<file path="config.mk">
export PLATFORM = sky130hd
export DESIGN_NAME = dmac_fifo_ctl_flat
export DESIGN_NICKNAME = d
export VERILOG_FILES = /design/src/rtl/dmac_pkg.sv /design/src/rtl/dmac_fifo_ctl_if.sv /design/src/rtl/dmac_fifo_ptr.sv /design/src/rtl/dmac_fifo_ctl.sv /design/src/flat_wrapper.sv
export SDC_FILE = /design/constraint.sdc
export NUM_CORES = 1
export LEC_CHECK = 0
export CAP_MARGIN = 20
export CORE_MARGIN = 2
export CORE_UTILIZATION = 37
export CTS_BUF_LIST = sky130_fd_sc_hd__clkbuf_2
export DETAILED_ROUTE_END_ITERATION = 8
export GPL_ROUTABILITY_DRIVEN = 0
export MAX_ROUTING_LAYER = met4
export PLACE_DENSITY_LB_ADDON = 0.2
export SLEW_MARGIN = 10
export SYNTH_ARGS = -nofsm -noshare
export SYNTH_HDL_FRONTEND = slang
export SYNTH_SLANG_ARGS = --single-unit
</file>
<file path="constraint.sdc">
create_clock -name clk -period 6.7 [get_ports clk]
set_clock_uncertainty 0.05 [all_clocks]
set_input_delay 1.34 -clock clk [delete_from_list [all_inputs] [get_ports clk]]
set_output_delay 1.34 -clock clk [all_outputs]
set_load 0.03 [all_outputs]
</file>
<file path="src/rtl/dmac_pkg.sv">
// Shared DMAC definitions: FIFO depth helper and the flag bundle the
// read/write engines consume for burst-issue decisions.
package dmac_pkg;

  // Entry count from its log2; usable in localparam context.
  function automatic int dmac_depth(input int lg2);
    return 1 << lg2;
  endfunction

  typedef struct packed {
    logic full;
    logic afull;
    logic empty;
    logic aempty;
  } dmac_fifo_flags_t;

endpackage

</file>
<file path="src/rtl/dmac_fifo_ctl_if.sv">
// Bus bundle between the DMAC read engine (producer), the FIFO and the
// write engine (consumer).
//
// Handshake: wren_i is a write request that is taken at a rising edge only
// when full_o is low and flush_i is low; rden_i is a read request that pops
// rdata_o at a rising edge only when empty_o is low and flush_i is low.
// full_o/empty_o act as the registered ready indications; a request made
// against them is dropped and recorded in the sticky ovf_o/udf_o bits.
interface dmac_fifo_ctl_if #(
  parameter int DEPTH_LG2  = 4,
  parameter int DATA_WIDTH = 32
);
  logic                  flush_i;
  logic                  err_clr_i;
  logic [DEPTH_LG2:0]    afull_lvl_i;
  logic [DEPTH_LG2:0]    aempty_lvl_i;
  logic                  wren_i;
  logic [DATA_WIDTH-1:0] wdata_i;
  logic                  full_o;
  logic                  afull_o;
  logic                  rden_i;
  logic [DATA_WIDTH-1:0] rdata_o;
  logic                  empty_o;
  logic                  aempty_o;
  logic [DEPTH_LG2:0]    count_o;
  logic                  ovf_o;
  logic                  udf_o;

  // Engine / controller side.
  modport master (
    output flush_i, err_clr_i, afull_lvl_i, aempty_lvl_i,
    output wren_i, wdata_i, rden_i,
    input  full_o, afull_o, rdata_o, empty_o, aempty_o,
    input  count_o, ovf_o, udf_o
  );

  // FIFO side.
  modport slave (
    input  flush_i, err_clr_i, afull_lvl_i, aempty_lvl_i,
    input  wren_i, wdata_i, rden_i,
    output full_o, afull_o, rdata_o, empty_o, aempty_o,
    output count_o, ovf_o, udf_o
  );
endinterface

</file>
<file path="src/rtl/dmac_fifo_ptr.sv">
// FIFO pointer: one extra wrap bit above the address bits, advances on
// i_inc, returns to zero on i_clr.
module dmac_fifo_ptr #(
  parameter int W = 5
) (
  input  logic         clk,
  input  logic         rst,
  input  logic         i_inc,
  input  logic         i_clr,
  output logic [W-1:0] o_ptr
);
  logic [W-1:0] r_ptr;

  // Pointer register; clear beats increment, natural binary wrap.
  always_ff @(posedge clk or posedge rst) begin
    if (rst)        r_ptr <= '0;
    else if (i_clr) r_ptr <= '0;
    else if (i_inc) r_ptr <= r_ptr + W'(1);
  end

  assign o_ptr = r_ptr;
endmodule

</file>
<file path="src/rtl/dmac_fifo_ctl.sv">
// First-word-fall-through FIFO with occupancy, programmable almost
// levels, synchronous flush and sticky overflow/underflow flags.
module dmac_fifo_ctl
  import dmac_pkg::*;
#(
  parameter int DEPTH_LG2  = 4,
  parameter int DATA_WIDTH = 32
) (
  input  logic            clk,
  input  logic            rst,
  dmac_fifo_ctl_if.slave  bus
);
  localparam int DEPTH = dmac_depth(DEPTH_LG2);
  localparam int CW    = DEPTH_LG2 + 1;
  localparam dmac_fifo_flags_t FLAGS_RST = '{full: 1'b0, afull: 1'b0,
                                             empty: 1'b1, aempty: 1'b1};

  logic [CW-1:0]         w_wptr;
  logic [CW-1:0]         w_rptr;
  logic [CW-1:0]         w_count;
  logic [CW-1:0]         w_count_n;
  logic                  w_wr_acc;
  logic                  w_rd_acc;
  logic                  w_ovf_n;
  logic                  w_udf_n;
  dmac_fifo_flags_t      w_flags_n;
  dmac_fifo_flags_t      r_flags;
  logic                  r_ovf;
  logic                  r_udf;
  logic [DATA_WIDTH-1:0] r_mem [DEPTH];

  // Accepts are qualified by the registered flags, so no output ever
  // depends combinationally on wren_i/rden_i.
  assign w_wr_acc = bus.wren_i & ~r_flags.full  & ~bus.flush_i;
  assign w_rd_acc = bus.rden_i & ~r_flags.empty & ~bus.flush_i;

  // Occupancy is the pointer distance; the wrap bit disambiguates full.
  assign w_count = w_wptr - w_rptr;

  dmac_fifo_ptr #(.W(CW)) u_wr_ptr (
    .clk   (clk),
    .rst   (rst),
    .i_inc (w_wr_acc),
    .i_clr (bus.flush_i),
    .o_ptr (w_wptr)
  );

  dmac_fifo_ptr #(.W(CW)) u_rd_ptr (
    .clk   (clk),
    .rst   (rst),
    .i_inc (w_rd_acc),
    .i_clr (bus.flush_i),
    .o_ptr (w_rptr)
  );

  // Next occupancy, next flags and next sticky errors (set beats clear).
  always_comb begin
    w_count_n = w_count + CW'(w_wr_acc) - CW'(w_rd_acc);
    w_flags_n = FLAGS_RST;
    if (!bus.flush_i) begin
      w_flags_n.full   = (w_count_n == CW'(DEPTH));
      w_flags_n.afull  = (w_count_n >= bus.afull_lvl_i);
      w_flags_n.empty  = (w_count_n == '0);
      w_flags_n.aempty = (w_count_n <= bus.aempty_lvl_i);
    end
    w_ovf_n = (bus.wren_i & r_flags.full  & ~bus.flush_i) | (r_ovf & ~bus.err_clr_i);
    w_udf_n = (bus.rden_i & r_flags.empty & ~bus.flush_i) | (r_udf & ~bus.err_clr_i);
  end

  // Flag and error registers; flags recompute every edge so level changes
  // show up even without traffic.
  always_ff @(posedge clk or posedge rst) begin
    if (rst) begin
      r_flags <= FLAGS_RST;
      r_ovf   <= 1'b0;
      r_udf   <= 1'b0;
    end else begin
      r_flags <= w_flags_n;
      r_ovf   <= w_ovf_n;
      r_udf   <= w_udf_n;
    end
  end

  // Storage array, deliberately not reset.
  always_ff @(posedge clk) begin
    if (w_wr_acc) r_mem[w_wptr[DEPTH_LG2-1:0]] <= bus.wdata_i;
  end

  assign bus.rdata_o  = r_mem[w_rptr[DEPTH_LG2-1:0]];
  assign bus.count_o  = w_count;
  assign bus.full_o   = r_flags.full;
  assign bus.afull_o  = r_flags.afull;
  assign bus.empty_o  = r_flags.empty;
  assign bus.aempty_o = r_flags.aempty;
  assign bus.ovf_o    = r_ovf;
  assign bus.udf_o    = r_udf;
endmodule

</file>
<file path="src/flat_wrapper.sv">
// flat-port wrapper written by rule: the top's interface ports become plain ports
module dmac_fifo_ctl_flat import dmac_pkg::*;
#(
  parameter int DEPTH_LG2  = 4,
  parameter int DATA_WIDTH = 32
)
  (clk, rst, bus_flush_i, bus_err_clr_i, bus_afull_lvl_i, bus_aempty_lvl_i, bus_wren_i, bus_wdata_i, bus_rden_i, bus_full_o, bus_afull_o, bus_rdata_o, bus_empty_o, bus_aempty_o, bus_count_o, bus_ovf_o, bus_udf_o);
  dmac_fifo_ctl_if #(.DEPTH_LG2(DEPTH_LG2), .DATA_WIDTH(DATA_WIDTH)) bus_i ();
  input  logic clk;
  input  logic rst;
  input wire logic [$bits(bus_i.flush_i)-1:0] bus_flush_i;
  input wire logic [$bits(bus_i.err_clr_i)-1:0] bus_err_clr_i;
  input wire logic [$bits(bus_i.afull_lvl_i)-1:0] bus_afull_lvl_i;
  input wire logic [$bits(bus_i.aempty_lvl_i)-1:0] bus_aempty_lvl_i;
  input wire logic [$bits(bus_i.wren_i)-1:0] bus_wren_i;
  input wire logic [$bits(bus_i.wdata_i)-1:0] bus_wdata_i;
  input wire logic [$bits(bus_i.rden_i)-1:0] bus_rden_i;
  output wire logic [$bits(bus_i.full_o)-1:0] bus_full_o;
  output wire logic [$bits(bus_i.afull_o)-1:0] bus_afull_o;
  output wire logic [$bits(bus_i.rdata_o)-1:0] bus_rdata_o;
  output wire logic [$bits(bus_i.empty_o)-1:0] bus_empty_o;
  output wire logic [$bits(bus_i.aempty_o)-1:0] bus_aempty_o;
  output wire logic [$bits(bus_i.count_o)-1:0] bus_count_o;
  output wire logic [$bits(bus_i.ovf_o)-1:0] bus_ovf_o;
  output wire logic [$bits(bus_i.udf_o)-1:0] bus_udf_o;
  assign bus_i.flush_i = bus_flush_i;
  assign bus_i.err_clr_i = bus_err_clr_i;
  assign bus_i.afull_lvl_i = bus_afull_lvl_i;
  assign bus_i.aempty_lvl_i = bus_aempty_lvl_i;
  assign bus_i.wren_i = bus_wren_i;
  assign bus_i.wdata_i = bus_wdata_i;
  assign bus_i.rden_i = bus_rden_i;
  assign bus_full_o = bus_i.full_o;
  assign bus_afull_o = bus_i.afull_o;
  assign bus_rdata_o = bus_i.rdata_o;
  assign bus_empty_o = bus_i.empty_o;
  assign bus_aempty_o = bus_i.aempty_o;
  assign bus_count_o = bus_i.count_o;
  assign bus_ovf_o = bus_i.ovf_o;
  assign bus_udf_o = bus_i.udf_o;
  dmac_fifo_ctl #(.DEPTH_LG2(DEPTH_LG2), .DATA_WIDTH(DATA_WIDTH)) u_core (.clk(clk), .rst(rst), .bus(bus_i));
endmodule
</file>
==> impl_metrics.json <==
{
  "p_leak_nw": 7.615,
  "drt-met1-wl_um": 19440,
  "ir_drop_v": 0.0001158,
  "htreeDepth": 4,
  "synth.top_cell.area_share": 0.7425,
  "slowest_delay_ps": 830,
  "drt_iter0_markers": 774,
  "setup_viol": 0,
  "slew_viol_final": 0,
  "grt_pass1_wl_um": 67510,
  "grt_pass1_vias": 10520,
  "drc": 0,
  "seq_area_um2": 15790,
  "synth_cells": 885,
  "worst-setup-path-type": "reg -> out",
  "tightest_slew_ps": 915.4,
  "via_per_inst": 5.050,
  "crit_required_ps": 5310,
  "clock-sinks": 528,
  "p_sw_frac": 0.2834,
  "comb_power_share": 0.221,
  "grt-ovfl-total": 0,
  "fin_crit_sh": 0.8310,
  "crit_fanout": 27,
  "ys_seq_area_frac": 0.7620,
  "placed_area_um2": 22690,
  "grtUsageTotal": 0.1692,
  "p_int_mw": 5.343,
  "fin_util": 0.4313,
  "final_cell_area_um2": 23810,
  "rows": 86,
  "pin_count": 91,
  "syn_nets": 957,
  "synth-seq-cells": 528,
  "pre_cts_ws_ps": 1441,
  "clock_path_buffers": 3,
  "cp_num_buf_inv": 2,
  "status": "finished, final reports clean",
  "finalHoldViolCount": 0,
  "cts_tree": "done",
  "ys_warn_count": 0,
  "synth.distinct_cells": 43,
  "drive_above_1_share": 0.3550,
  "avgSynthCellArea_um2": 23.40,
  "drv_cap": 0,
  "die_h_um": 240.6,
  "routed_wl_um": 46160,
  "cpMostUsedCell": "mux4_2",
  "multi_input_area_um2": 4686,
  "drtAntennaViolNets": 0,
  "wl_per_cell_um": 23.88,
  "dr.pass1.iters": 5,
  "die_w_um": 240.6,
  "post-dp-hpwl_um": 24080,
  "numCtsBuffers": 134,
  "antenna_found_initial": 2,
  "p_switching_mw": 2.113,
  "end_kind": "output port",
  "cp.arrival_ps": 4180,
  "clockPowerShare": 0.275,
  "crit_chain": "buf_4 -> mux4_2 -> mux4_2 -> clkdlybuf4s50_1",
  "dr_wl_met3_um": 2200,
  "yosysTopAreaCell": "edfxtp_1",
  "max_slew_margin": 0.3883,
  "cts-resized-gates": 0,
  "fin_ws_ps": 1132,
  "grt_max_degree": 89,
  "nets": 1173,
  "setup_tns_ps": 0,
  "nFillCells": 4803,
  "critical_path.startpoint_type": "register",
  "cts-hold-fix-buffers": 0,
  "rsz0062_at_grt": "false",
  "start_util": 0.3751,
  "num_vias": 9761,
  "power_density_nw_per_um2": 313.2,
  "hold_ws_ps": 492.6,
  "max_freq_mhz": 179.6,
  "routed.top_layer": "met4",
  "die-area_um2": 57870,
  "core_area_um2": 55200,
  "cts.reportedPaths.clkPinSlew_ps": 90,
  "insertion_delay_ps": 1040,
  "syn-cell-area_um2": 20710,
  "seqPwrFrac": 0.504,
  "critical-path-top-delay-family": "buffers and inverters",
  "critPathSlowestCell": "dfrtp_4",
  "holdCritPathClass": "reg -> reg",
  "period_needed_ps": 5568,
  "area_delta_synth_final_pct": 14.97,
  "cts_root_buf": "clkbuf_2",
  "numPortBuffers": 90,
  "synthTopCellsByArea": "edfxtp_1 74%, mux4_2 17%, dfrtp_1 1.7%, ha_1 1.3%, buf_6 0.60%",
  "wl_met2_um": 23640,
  "postCtsSetupBuffers": 0
}
## cell usage after synthesis, drive strengths merged
| cell | n |
|---|---|
| edfxtp | 512 |
| mux4 | 160 |
| clkbuf | 24 |
| inv | 24 |
| ha | 22 |
| buf | 19 |
| nor2 | 19 |
| nand2 | 15 |
| dfrtp | 14 |
| a21oi | 9 |
| xnor2 | 9 |
| nor3 | 8 |
| xor2 | 6 |
| nor3b | 5 |
| nand2b | 4 |
| nand4 | 4 |
| a21o | 3 |
| nand3 | 3 |
| o21ai | 3 |
| dfstp | 2 |
| fa | 2 |
| nor2b | 2 |
| o21bai | 2 |
| o22ai | 2 |
| xor3 | 2 |
| a31oi | 1 |
| and2 | 1 |
| clkinv | 1 |
| mux2 | 1 |
| mux2i | 1 |
| nand4b | 1 |
| nor4 | 1 |
| nor4b | 1 |
| o211ai | 1 |
| o221a | 1 |
## path summary, 6_finish.rpt
| path | startpoint | endpoint | slack (ps) | cells after the start |
|---|---|---|---|---|
| setup / recovery | u_core.u_rd_ptr.o_ptr[0] | bus_rdata_o[16] | 1130 | 4 |
| min in group asynchronous | rst | u_core.bus.afull_o | 620 | 2 |
| hold reg to reg | u_core.bus.udf_o | u_core.bus.udf_o | 490 | 2 |
| setup reg to reg | u_core.u_rd_ptr.o_ptr[0] | u_core.bus.aempty_o | 2530 | 14 |
| hold / removal | u_core.bus.udf_o | u_core.bus.udf_o | 490 | 2 |
| max in group asynchronous | rst | u_core.u_rd_ptr.o_ptr[0] | 5500 | 2 |
## cell families (layout without fill, tap and decap cells)
logic type	count (synthesis)	in the layout	share of synthesized area
compound gates	22	22	0.006707
xor+xnor	17	17	0.009064
fa+ha+maj	24	24	0.01523
buf+inv	68	366	0.01662
flops	528	528	0.7620
mux	162	162	0.1751
other cells	0	2	0
simple gates	64	64	0.01535
## per-layer routing
metal  global-route usage  vias to the layer above
met5                    -                        -
met4              0.05891                        0
met3              0.03706                       70
met2               0.2743                      239
met1               0.2114                     5223
li1                     -                     4229
## worst register-to-register path, stage by stage, from the launching register on
cell and delay (ps):
dfrtp_4 830, ha_1 260, clkinv_1 90, fa_1 460, xor2_1 280, inv_1 80, ha_1 220, o21bai_1 150
a21oi_1 140, xor3_2 480, ha_1 330, nand3_1 160, nor3b_1 80, mux2_1 290, o211ai_1 190
## registers in the layout, summed over array words and instances (netlist names)
name and flops:
u_core.r_mem 512, u_core.bus.udf_o 1, u_core.bus.aempty_o 1, u_core.bus.full_o 1, u_core.bus.empty_o 1, u_core.bus.ovf_o 1
u_core.u_wr_ptr.o_ptr 5, u_core.u_rd_ptr.o_ptr 5, u_core.bus.afull_o 1
## final cells by class
| type | instances | share of cell area |
|---|---|---|
| well taps | 748 | 0.03931 |
| multi-input cells | 289 | 0.1968 |
| repair buffers | 123 | 0.04982 |
| flip-flops and latches | 528 | 0.6631 |
| diodes | 2 | 0.0002102 |
| clock buffers | 189 | 0.03973 |
| clock inverters | 29 | 0.007043 |
| inverters | 25 | 0.003942 |
## power by group through the flow
stage                     combinational (mW)  clock [mW]  sequential, mW
after floorplan                         1.22           0            3.81
after global placement                  1.67           0            3.84
after detailed placement                1.67           0            3.84
after CTS                               1.68        2.13            3.76
after global routing                    1.79        2.29            3.77
final                                   1.65        2.05            3.76
## stage by stage
stage               std cells  total power, mW
CTS                      1931            7.571
detailed placement       1713            5.512
finish                   1933            7.456
global route             1933            7.856
floorplan                 885            5.034
global placement         1712            5.511
## layout by cell type, fill, tap and decap left out, types with 3 or more instances in the layout
cell / netlist / routed
edfxtp_1: 512 / 512
clkbuf_2: 0 / 189
mux4_2: 160 / 160
clkdlybuf4s50_1: 0 / 90
buf_4: 0 / 30
inv_1: 22 / 22
ha_1: 22 / 22
clkinv_1: 1 / 19
nand2_1: 15 / 15
nor2_1: 19 / 14
dfrtp_1: 14 / 11
a21oi_1: 9 / 9
xnor2_1: 8 / 8
inv_2: 2 / 8
xor2_1: 6 / 6
nor3_2: 0 / 6
nor2_4: 0 / 5
nand4_1: 4 / 4
nand2b_1: 4 / 4
a21o_1: 3 / 3
nand3_1: 3 / 3
nor3b_2: 1 / 3
buf_12: 0 / 3
(Power assumes the default switching activity.)
